==> src/rtl/adder_32.sv <==
// Registered 32-bit modulo-2^32 adder for the SHA-2 datapath.
// Two-level carry-lookahead: 8 groups of 4 bits plus a group-carry lookahead unit.
module adder_32 (
  input  logic        clk,
  input  logic        rst_n,
  input  logic [31:0] input1,
  input  logic [31:0] input2,
  output logic [31:0] result
);

  logic [30:0] g;
  logic [31:0] p;
  logic [31:0] c;
  logic [31:0] sum;
  logic [6:0]  grp_g;
  logic [6:0]  grp_p;
  logic [7:0]  grp_c;
  logic        term;

  localparam logic CARRY_IN = 1'b0;

  // Bit 31's generate is never needed: its carry-out is discarded.
  assign g = input1[30:0] & input2[30:0];
  assign p = input1 ^ input2;

  for (genvar k = 0; k < 8; k++) begin : g_grp
    localparam int B = 4 * k;

    assign c[B]   = grp_c[k];
    assign c[B+1] = g[B] | (p[B] & grp_c[k]);
    assign c[B+2] = g[B+1] | (p[B+1] & g[B]) | (p[B+1] & p[B] & grp_c[k]);
    assign c[B+3] = g[B+2] | (p[B+2] & g[B+1]) | (p[B+2] & p[B+1] & g[B])
                  | (p[B+2] & p[B+1] & p[B] & grp_c[k]);

    if (k < 7) begin : g_gp
      assign grp_g[k] = g[B+3] | (p[B+3] & g[B+2]) | (p[B+3] & p[B+2] & g[B+1])
                      | (p[B+3] & p[B+2] & p[B+1] & g[B]);
      assign grp_p[k] = &p[B+3:B];
    end
  end

  // Each group carry-in is a flat sum of products over all lower groups.
  always_comb begin
    grp_c = '0;
    term  = 1'b0;
    grp_c[0] = CARRY_IN;
    for (int j = 1; j < 8; j++) begin
      term = CARRY_IN;
      for (int m = 0; m < j; m++) term = term & grp_p[m];
      grp_c[j] = term;
      for (int i = 0; i < j; i++) begin
        term = grp_g[i];
        for (int m = i + 1; m < j; m++) term = term & grp_p[m];
        grp_c[j] = grp_c[j] | term;
      end
    end
  end

  assign sum = p ^ c;

  always_ff @(posedge clk or negedge rst_n) begin
    if (!rst_n) result <= '0;
    else        result <= sum;
  end

endmodule

==> config.mk <==
export PLATFORM = sky130hd
export DESIGN_NAME = adder_32
export DESIGN_NICKNAME = d
export VERILOG_FILES = /design/src/rtl/adder_32.sv
export SDC_FILE = /design/constraint.sdc
export NUM_CORES = 1
export LEC_CHECK = 0
export BUFFER_PORTS_ARGS = -buffer_cell sky130_fd_sc_hd__buf_2
export CAP_MARGIN = 5
export CORE_AREA = 2 2 109 90
export CTS_CLUSTER_DIAMETER = 200
export DETAILED_ROUTE_END_ITERATION = 8
export DIE_AREA = 0 0 111 92
export SYNTH_ARGS = -nofsm -noshare
export SYNTH_HDL_FRONTEND = slang
export SYNTH_SLANG_ARGS = --single-unit
==> constraint.sdc <==
create_clock -name clk -period 0.8 [get_ports clk]
set_clock_uncertainty 0.05 [all_clocks]
set_input_delay 0.16 -clock clk [delete_from_list [all_inputs] [get_ports clk]]
set_output_delay 0.16 -clock clk [all_outputs]
set_load 0.01 [all_outputs]
==> summary.md <==
| Metric | Value |
|---|---|
| CP arrival | ~2200 ps |
| Pins Over Slew Limit | 0 |
| Pwr dens | approximately 1800 nW/um^2 |
| Synth warnings | 0 |
| Static leakage | about 1.8 nW |
| Deepest clock path buffer count | 2 |
| IO Pins | 98 |
| Max VDD drop | 0.000686 V |
| Max-cap viol count | 0 |
| RSZ-0062 raised after global routing | yes |
| DRT Pass-1 Iters | 4 |
| PortBufs | slightly below 100 |
| Synth Area per Inst | about 11 sq um |
| Post-Syn Nets | between 200 and 300 |
| Die area | just over 10,000 sq um |
| Simple logic cell fraction of the synthesized area | 0.0672 |
| Biggest regs | result: 32 flops |
| Worst Slack Setup Final | -1260 ps |
| Worst Tran Pin Value | 350 ps |
| Min Tclk post-route | about 2100 ps |
| Worst Setup Path Type | primary input to register |
| Top cells by area, synth | dfrtp_1, ha_1, fa_1 |
| Final Hold Vio Count | 0 |
| Share of layout cells above drive strength 1 | 0.610 |
| Synth unique cells | 36 |
| Final global-route overflow total | 0 |
| Initial antenna violation count | 0 |
| Via Count | 2,027 |
| First-pass GRT wire length | between 9000 and 10,000 microns |
| Synthesized flop and latch total | 32 |
| Largest area contributor in the netlist | dfrtp_1 |
| Final Util | 0.414 |
| Top cells by count, synth | dfrtp_1, ha_1, a21oi_1, xor2_1, o21ai_0 |
| Vias in the first global route | 2,118 |
| Mux contribution to synthesized area | 0 |
| Setup violators final | between 60 and 70 |
| Largest net degree at the start of global routing | 33 |
| Antenna cell count | 0 |
| CTS tree | done |
| Final hold slack | approximately 50 ps |
| Largest family of logic cells by synthesized area | adder cells |
| Die height | slightly above 90 microns |
| Synth Area in Adders | 0.258 |
| WL per Instance | around 13 microns |
| Failing checks | negative setup slack |
| Final Total Pwr | roughly 0.0070 W |
| Reg clk slew, reported paths | 60 ps |
| Synthesized instance count | 185 |
| WL final | between 6000 and 7000 microns |
| DR iter-0 viols | 28 |
| Sink Count | 32 |
| Routed vias/inst | 4.36 |
| Final ANT Viol Nets | 0 |
| Core Area | around 9200 sq um |
| CTS H-tree lvls | 2 |
| P&R area growth vs syn | 80.4% |
| Ys flop type | dfrtp_1 |
| DRC Markers | 0 |
| Initial Util | 0.229 |
| Async SR Flop Fraction | 1.00 |
| Largest register by flop count | result |
| Status | finished, violations left |
| Synth Cell Area | between 2000 and 2500 sq um |
| Die span in x | 111 microns |
| Crit Path Max Fanout | 4 |
| Post-synth EDFFs | 0 |
| Peak Freq | about 490 MHz |
| Share of the synthesized area in the top cell type | 0.377 |
| Compound-Gate Fraction of Synth Area | 0.202 |
| Filler cells | approximately 900 |
| GRT Total Usage | 0.118 |
| Worst min path class | primary input to register |
| Critical Path Source Type | primary input |
| Slew HR | 0.765 |
| Gpl congestion | around 0.75 |
| Max FFs per register | 32 |
| Crit path required time | 910 ps |
| Fin nets | 450 |
| Most frequent cell after synthesis | dfrtp_1 |
| # rows | 32 |
| Synth Area in XOR/XNOR | 0.0825 |
| Final period util | 2.58 |
| Sequential cell area fraction in the yosys report | 0.377 |
| CTS Buf Count | 5 |
| DP Wirelength | about 4700 microns |
| CP endpoint kind | register |
| CTS root buf | clkbuf_16 |
-- layout make-up --
type                       instances  area, sq um  area share
multi-input combinational        146         1630       0.425
inverter                           7         26.3     0.00686
sequential                        32          801       0.209
tap                              119          149      0.0389
timing repair buffer             153         1040       0.272
clock buffer                       7          153      0.0399
clock inverter                     1         30.0     0.00784
-- metal layers --
layer	track usage	vias up	part of all wire
met3	0.0271	4	0.051
li1	-	1007	-
met1	0.145	964	0.43
met4	0.0344	0	0.0088
met5	0	-	0
met2	0.209	52	0.51
-- kinds of logic (layout without fill, tap and decap cells) --
group / Yosys count / in the layout
and+or+nand+nor: 29 / 29
AOI/OAI and AO/OA: 58 / 58
buffers and inverters: 7 / 168
adders and majority gates: 39 / 39
xor gates and xnor gates: 20 / 20
DFF: 32 / 32
-- final timing paths --
path,endpoint,from,cells past startpoint,slack [ps]
max,result[21],input1[2],10,-1260
min in group asynchronous,result[27],rst_n,3,320
min,result[0],input1[0],2,50
max in group asynchronous,result[9],rst_n,3,190
-- report_power, final --
part	total [W]	switching (W)	leakage, nW	internal, W
registers	0.00206	0.000105	0.372	0.00195
logic	0.00256	0.00117	1.38	0.00139
clock network	0.00237	0.000727	0.0901	0.00164
total	0.00699	0.00201	1.85	0.00498
-- critical path, cell delays in order --
cell     delay, ps
buf_6          100
ha_4           230
a41o_1         260
a21oi_4        170
o31ai_4         90
o21ai_2        170
a41oi_2        180
or2_4          310
fa_2           340
xor2_1         160
-- timing repair --
action,4_1_cts,5_1_grt
pin swaps,19,16
setup endpoints to repair,63,63
setup buffers,6,7
gates resized for setup,36,27
hold buffers,1,0
hold endpoints to repair,32,0
-- layout by cell type, fill, tap and decap left out, drive strengths merged, types with 2 or more instances in the layout --
| master | netlist | final |
|---|---|---|
| a21oi | 14 | 14 |
| clkbuf | 0 | 7 |
| and3 | 2 | 2 |
| or2 | 3 | 3 |
| inv | 7 | 7 |
| nand3 | 4 | 4 |
| nor2 | 7 | 7 |
| o21bai | 6 | 6 |
| ha | 31 | 31 |
| a211oi | 4 | 4 |
| dfrtp | 32 | 32 |
| a21o | 8 | 8 |
| o21a | 3 | 3 |
| nor3 | 3 | 3 |
| o21ai | 9 | 9 |
| buf | 0 | 152 |
| a211o | 2 | 2 |
| xor2 | 12 | 12 |
| nand2 | 6 | 6 |
| o311a | 2 | 2 |
| fa | 8 | 8 |
| xnor2 | 8 | 8 |
-- stage by stage --
stage | worst slack, ps | TNS [ps] | area, sq um | cells
final | -1260 | -33500 | 3830 | 465
after global routing | -1380 | -36950 | 3830 | 465
after CTS | -1320 | -33210 | 3670 | 463
after detailed placement | -1710 | -37530 | 3250 | 448
after global placement | -1650 | -36830 | 3250 | 448
after floorplan | -1390 | -27440 | 2250 | 185
(Power assumes the default switching activity.)
